### config.mk
export PLATFORM = sky130hd
export DESIGN_NAME = dmem_bus_ctrl_flat
export DESIGN_NICKNAME = d
export VERILOG_FILES = /design/src/rtl/dmem_bus_ctrl_if.sv /design/src/rtl/dmem_bus_ctrl.sv /design/src/flat_wrapper.sv
export SDC_FILE = /design/constraint.sdc
export NUM_CORES = 1
export LEC_CHECK = 0
export CAP_MARGIN = 20
export CORE_MARGIN = 5
export CORE_UTILIZATION = 36
export CTS_CLUSTER_SIZE = 25
export DETAILED_ROUTE_END_ITERATION = 16
export HOLD_SLACK_MARGIN = 0.1
export PLACE_DENSITY = 0.82
export SYNTH_ARGS = -nofsm -noshare
export SYNTH_HDL_FRONTEND = slang
export SYNTH_SLANG_ARGS = --single-unit
### constraint.sdc
create_clock -name clk -period 1.7 [get_ports clk]
set_input_delay 0.34 -clock clk [delete_from_list [all_inputs] [get_ports clk]]
set_output_delay 0.34 -clock clk [all_outputs]
set_load 0.01 [all_outputs]
### src/rtl/dmem_bus_ctrl_if.sv
// Pipeline-to-data-memory bus bundle for dmem_bus_ctrl.
// master = the controller, slave = pipeline plus memory side.
interface dmem_bus_ctrl_if;
  logic        req_valid;
  logic        req_we;
  logic [31:0] req_addr;
  logic [31:0] req_wdata;
  logic [3:0]  req_be;
  logic        stall;
  logic        rsp_valid;
  logic [31:0] rsp_rdata;
  logic        fault;
  logic        mem_req;
  logic        mem_we;
  logic [31:0] mem_addr;
  logic [31:0] mem_wdata;
  logic [3:0]  mem_be;
  logic        mem_gnt;
  logic        mem_rvalid;
  logic [31:0] mem_rdata;

  modport master (
    input  req_valid, req_we, req_addr,
    input  req_wdata, req_be,
    input  mem_gnt, mem_rvalid, mem_rdata,
    output stall, rsp_valid, rsp_rdata, fault,
    output mem_req, mem_we, mem_addr,
    output mem_wdata, mem_be
  );

  modport slave (
    output req_valid, req_we, req_addr,
    output req_wdata, req_be,
    output mem_gnt, mem_rvalid, mem_rdata,
    input  stall, rsp_valid, rsp_rdata, fault,
    input  mem_req, mem_we, mem_addr,
    input  mem_wdata, mem_be
  );
endinterface

### src/rtl/dmem_bus_ctrl.sv
// Data-memory bus controller: IDLE/REQ/WAIT/DONE request sequencer.
// Define DMEM_TIMEOUT_EN to abort stuck bus transfers after TIMEOUT cycles.
module dmem_bus_ctrl #(
  parameter int TIMEOUT = 16
) (
  input logic             clk,
  input logic             rst_n,
  dmem_bus_ctrl_if.master bus
);

  typedef enum logic [1:0] {
    IDLE,
    REQ,
    WAIT,
    DONE
  } state_e;

  state_e      state_q, state_d;
  logic        we_q, we_d;
  logic [29:0] addr_q, addr_d;
  logic [31:0] wdata_q, wdata_d;
  logic [3:0]  be_q, be_d;
  logic [31:0] rdata_q, rdata_d;
  logic        fault_q, fault_d;

  if (TIMEOUT < 2 || TIMEOUT > 255) begin : g_bad_timeout
    $error("dmem_bus_ctrl: TIMEOUT must be 2..255");
  end

`ifdef DMEM_TIMEOUT_EN
  localparam logic [7:0] CntLast = 8'(TIMEOUT - 1);

  logic [7:0] cnt_q, cnt_d;
  logic       expired;

  assign expired = (cnt_q == CntLast);
`endif

  always_comb begin
    state_d = state_q;
    we_d    = we_q;
    addr_d  = addr_q;
    wdata_d = wdata_q;
    be_d    = be_q;
    rdata_d = rdata_q;
    fault_d = 1'b0;
`ifdef DMEM_TIMEOUT_EN
    cnt_d   = cnt_q;
`endif
    unique case (state_q)
      IDLE: begin
        if (bus.req_valid) begin
          if (|bus.req_be) begin
            we_d    = bus.req_we;
            addr_d  = bus.req_addr[31:2];
            wdata_d = bus.req_wdata;
            be_d    = bus.req_be;
            state_d = REQ;
`ifdef DMEM_TIMEOUT_EN
            cnt_d   = '0;
`endif
          end else begin
            fault_d = 1'b1;
            state_d = DONE;
          end
        end
      end
      REQ: begin
`ifdef DMEM_TIMEOUT_EN
        cnt_d = cnt_q + 8'd1;
`endif
        if (bus.mem_gnt) begin
          state_d = we_q ? DONE : WAIT;
`ifdef DMEM_TIMEOUT_EN
        end else if (expired) begin
          fault_d = 1'b1;
          rdata_d = '0;
          state_d = DONE;
`endif
        end
      end
      WAIT: begin
`ifdef DMEM_TIMEOUT_EN
        cnt_d = cnt_q + 8'd1;
`endif
        if (bus.mem_rvalid) begin
          rdata_d = bus.mem_rdata;
          state_d = DONE;
`ifdef DMEM_TIMEOUT_EN
        end else if (expired) begin
          fault_d = 1'b1;
          rdata_d = '0;
          state_d = DONE;
`endif
        end
      end
      DONE: begin
        state_d = IDLE;
      end
    endcase
  end

  always_ff @(posedge clk or negedge rst_n) begin
    if (!rst_n) begin
      state_q <= IDLE;
      we_q    <= 1'b0;
      addr_q  <= '0;
      wdata_q <= '0;
      be_q    <= '0;
      rdata_q <= '0;
      fault_q <= 1'b0;
`ifdef DMEM_TIMEOUT_EN
      cnt_q   <= '0;
`endif
    end else begin
      state_q <= state_d;
      we_q    <= we_d;
      addr_q  <= addr_d;
      wdata_q <= wdata_d;
      be_q    <= be_d;
      rdata_q <= rdata_d;
      fault_q <= fault_d;
`ifdef DMEM_TIMEOUT_EN
      cnt_q   <= cnt_d;
`endif
    end
  end

  // Bus strobes decode from the async-reset state, so reset kills them at once.
  assign bus.stall     = (state_q == IDLE && bus.req_valid)
                       || state_q == REQ || state_q == WAIT;
  assign bus.rsp_valid = (state_q == DONE);
  assign bus.fault     = fault_q;
  assign bus.rsp_rdata = rdata_q;
  assign bus.mem_req   = (state_q == REQ);
  assign bus.mem_we    = (state_q == REQ) && we_q;
  assign bus.mem_be    = (state_q == REQ) ? be_q : 4'b0000;
  assign bus.mem_addr  = {addr_q, 2'b00};
  assign bus.mem_wdata = wdata_q;

endmodule

### src/flat_wrapper.sv
// flat-port wrapper written by rule: the top's interface ports become plain ports
module dmem_bus_ctrl_flat 
#(
  parameter int TIMEOUT = 16
)
  (clk, rst_n, bus_req_valid, bus_req_we, bus_req_addr, bus_req_wdata, bus_req_be, bus_mem_gnt, bus_mem_rvalid, bus_mem_rdata, bus_stall, bus_rsp_valid, bus_rsp_rdata, bus_fault, bus_mem_req, bus_mem_we, bus_mem_addr, bus_mem_wdata, bus_mem_be);
  dmem_bus_ctrl_if bus_i ();
  input logic clk;
  input logic rst_n;
  input wire logic [$bits(bus_i.req_valid)-1:0] bus_req_valid;
  input wire logic [$bits(bus_i.req_we)-1:0] bus_req_we;
  input wire logic [$bits(bus_i.req_addr)-1:0] bus_req_addr;
  input wire logic [$bits(bus_i.req_wdata)-1:0] bus_req_wdata;
  input wire logic [$bits(bus_i.req_be)-1:0] bus_req_be;
  input wire logic [$bits(bus_i.mem_gnt)-1:0] bus_mem_gnt;
  input wire logic [$bits(bus_i.mem_rvalid)-1:0] bus_mem_rvalid;
  input wire logic [$bits(bus_i.mem_rdata)-1:0] bus_mem_rdata;
  output wire logic [$bits(bus_i.stall)-1:0] bus_stall;
  output wire logic [$bits(bus_i.rsp_valid)-1:0] bus_rsp_valid;
  output wire logic [$bits(bus_i.rsp_rdata)-1:0] bus_rsp_rdata;
  output wire logic [$bits(bus_i.fault)-1:0] bus_fault;
  output wire logic [$bits(bus_i.mem_req)-1:0] bus_mem_req;
  output wire logic [$bits(bus_i.mem_we)-1:0] bus_mem_we;
  output wire logic [$bits(bus_i.mem_addr)-1:0] bus_mem_addr;
  output wire logic [$bits(bus_i.mem_wdata)-1:0] bus_mem_wdata;
  output wire logic [$bits(bus_i.mem_be)-1:0] bus_mem_be;
  assign bus_i.req_valid = bus_req_valid;
  assign bus_i.req_we = bus_req_we;
  assign bus_i.req_addr = bus_req_addr;
  assign bus_i.req_wdata = bus_req_wdata;
  assign bus_i.req_be = bus_req_be;
  assign bus_i.mem_gnt = bus_mem_gnt;
  assign bus_i.mem_rvalid = bus_mem_rvalid;
  assign bus_i.mem_rdata = bus_mem_rdata;
  assign bus_stall = bus_i.stall;
  assign bus_rsp_valid = bus_i.rsp_valid;
  assign bus_rsp_rdata = bus_i.rsp_rdata;
  assign bus_fault = bus_i.fault;
  assign bus_mem_req = bus_i.mem_req;
  assign bus_mem_we = bus_i.mem_we;
  assign bus_mem_addr = bus_i.mem_addr;
  assign bus_mem_wdata = bus_i.mem_wdata;
  assign bus_mem_be = bus_i.mem_be;
  dmem_bus_ctrl #(.TIMEOUT(TIMEOUT)) u_core (.clk(clk), .rst_n(rst_n), .bus(bus_i));
endmodule
==> flow_metrics.tcl <==
set metrics [dict create \
    synth.distinct_cells 22 \
    min_path_type "reg -> reg" \
    status "complete, but fails checks" \
    netlist_area_sq_mm 0.004237 \
    tightest_slew_ns 0.5379 \
    syn2layout_area_growth_pct 66.69 \
    maxSlewHeadroom 0.6414 \
    avgViaCountPerCell 4.700 \
    r2r-end "u_core.bus.mem_wdata[29]" \
    cts_max_path_buffers 2 \
    die_area_sq_mm 0.01404 \
    cpPeakStageDelay_ns 0.40 \
    first_iter_violations 118 \
    cp_top_family "buffers and inverters" \
    wl_per_cell_microns 19.08 \
    ff2ff_path_depth 8 \
    crit_path_max_fanout 7 \
    grt_pass1_wl_microns 17320 \
    rsz0062_at_grt "true" \
    hp-start "u_core.bus.rsp_rdata[1]" \
    port_buffers 206 \
    synth_seq_cells 102 \
    cts_htree_levels 3 \
    dp_worst_setup_slack_ns -0.2880 \
    seq_area_frac_synth 0.6025 \
    violations "setup timing" \
    final_cell_mix "clkdlybuf4s50_1, dfrtp_1, mux2_4, mux2_2, clkbuf_16" \
    final_area_sq_mm 0.007062 \
    finalSetupViolCount 46 \
    antenna-diode-count 0 \
    grt_max_degree 103 \
    root_buffer "clkbuf_16" \
    fin_ws_ns -0.04187 \
    clock_latency_ns 0.35 \
    period_share 1.025 \
    synth_area_per_cell_sq_um 17.29 \
    place_area_sq_mm 0.006544 \
    required_ns 1.93 \
    die_w_microns 118.5 \
    netlist.area_leader.share 0.6025 \
    p_leak_nw 3.082 \
    syn_inst 245 \
    cp_slowest_cell "dfrtp_1" \
    antenna_left 0 \
    gp_congestion 0.7561 \
    hold_depth 1 \
    hpwl_microns 8035 \
    path_clk_slew_ns 0.06 \
    ioPinCount 211 \
    vias 2933 \
    drive_gt1_frac 0.3306 \
    worst-setup-path-type "reg -> reg" \
    power_density_mw_per_mm2 1867 \
    crit_chain "inv_2, buf_6, ha_4, nand2_4, nor2_4, buf_12, clkbuf_16, mux2_4" \
    fmax_ghz 0.5741 \
    hold_viol_final 0 \
    hold_slack_ns 0.5088 \
    end_kind "flop" \
    critPathArrivalTime_ns 1.97 \
    row_count 39 \
    ys_warn_count 0 \
    drv_cap 0 \
    path_depth 8 \
    post-synth-top-area-cell "dfrtp_1" \
    finalMaxSlewViolations 0 \
    r2r_slack_ns -0.04 \
    cts_sinks 102 \
    dr.pass1.iters 4 \
    period_needed_ns 1.742 \
    cts_made_buffers 9 \
    antenna_found_initial 0 \
    fin_tns_setup_ns -1.323 \
    grt-ovfl-total 0 \
    coreArea_sq_mm 0.01147 \
    routed_wl_microns 11900 \
    vdd_drop_max_mv 1.363 \
    ys_top_cells_by_area "dfrtp_1, mux2_4, mux2_2, ha_1, buf_6" \
    cts_tree "done" \
    layout.nets 588 \
    rr_startpoint "u_core.state_q[1]" \
    start_util 0.3694 \
    drc 0 \
    gr-usage-all-layers 0.1554 \
    layout_commonest_cell "clkdlybuf4s50_1" \
    power_w 0.01319 \
    critPathLaunchType "flop" \
    skew_ns 0.005425 \
    die_y_microns 118.5 \
    path_buf_inv 4 \
    hold_end "u_core.bus.rsp_rdata[1]" \
    grt_pass1_vias 3205 \
]
[metrics by stage]
stage | util | instances
6_report | 0.6158 | 624
3_3_place_gp | 0.5706 | 597
5_1_grt | 0.6158 | 624
3_5_place_dp | 0.5706 | 597
2_1_floorplan | - | 246
4_1_cts | 0.5987 | 616
[how the worst max path moves through the flow]
stage	from	end
after detailed placement	bus_req_be[1]	u_core.be_q[2]
after global placement	bus_req_be[1]	u_core.be_q[2]
final	u_core.state_q[1]	u_core.bus.mem_wdata[29]
after global routing	u_core.state_q[1]	u_core.addr_q[8]
after CTS	u_core.state_q[1]	u_core.bus.mem_wdata[31]
after floorplan	u_core.state_q[0]	u_core.addr_q[10]
[cell type report]
type / instances / area, sq um
inverters: 2 / 7.507
repair buffers: 230 / 2362
flip-flops and latches: 102 / 2554
fillers: 896 / 4405
well taps: 143 / 178.9
multi-input cells: 131 / 1658
clock inverters: 4 / 45.04
clock buffers: 12 / 256.5
[Yosys cell counts (all sizes together)]
library cell,number
ha,6
buf,11
nand3,1
nand2,3
or4,1
and2,5
conb,1
a32o,2
mux2i,2
a2bb2oi,1
inv,2
nor2,4
dfrtp,102
nor4,2
nor2b,3
mux2,97
nor3,2
[logic make-up after synthesis]
group                      count (synthesis)  share of synthesized area
AOI/OAI and AO/OA                          3                   0.006793
adders and majority gates                  6                    0.01772
buffers and inverters                     13                    0.02481
DFF                                      102                     0.6025
muxes                                     99                     0.3157
other                                      1                  0.0008852
and+or+nand+nor                           21                    0.03160
[repair_timing]
action                                 CTS  global route
endpoints found under the hold margin  102             0
resized for setup                       34            14
cloned                                   0             6
pin swaps                                1             2
hold buffers                             1             0
buffers inserted                         2             2
setup endpoints to repair               20            92
[power by group]
part | total, W | switching (W) | internal, W
Sequential | 0.00440 | 0.000728 | 0.00367
Clock | 0.00208 | 0.000865 | 0.00121
Combinational | 0.00670 | 0.00231 | 0.00439
Total | 0.0132 | 0.00390 | 0.00928
[state kept, by name, indices dropped and copies added, names as in the netlist]
signal                flops
u_core.bus.rsp_rdata     32
u_core.we_q               1
u_core.addr_q            30
u_core.bus.fault          1
u_core.state_q            2
u_core.bus.mem_wdata     32
u_core.be_q               4
[routing by layer]
layer,track usage,vias up,share of wire
met5,0,-,0
met4,0.07371,0,0.031
met3,0.05301,27,0.058
met2,0.2591,116,0.52
met1,0.1796,1476,0.40
li1,-,1314,-
Note: power is estimated with default switching activity, not from simulation.
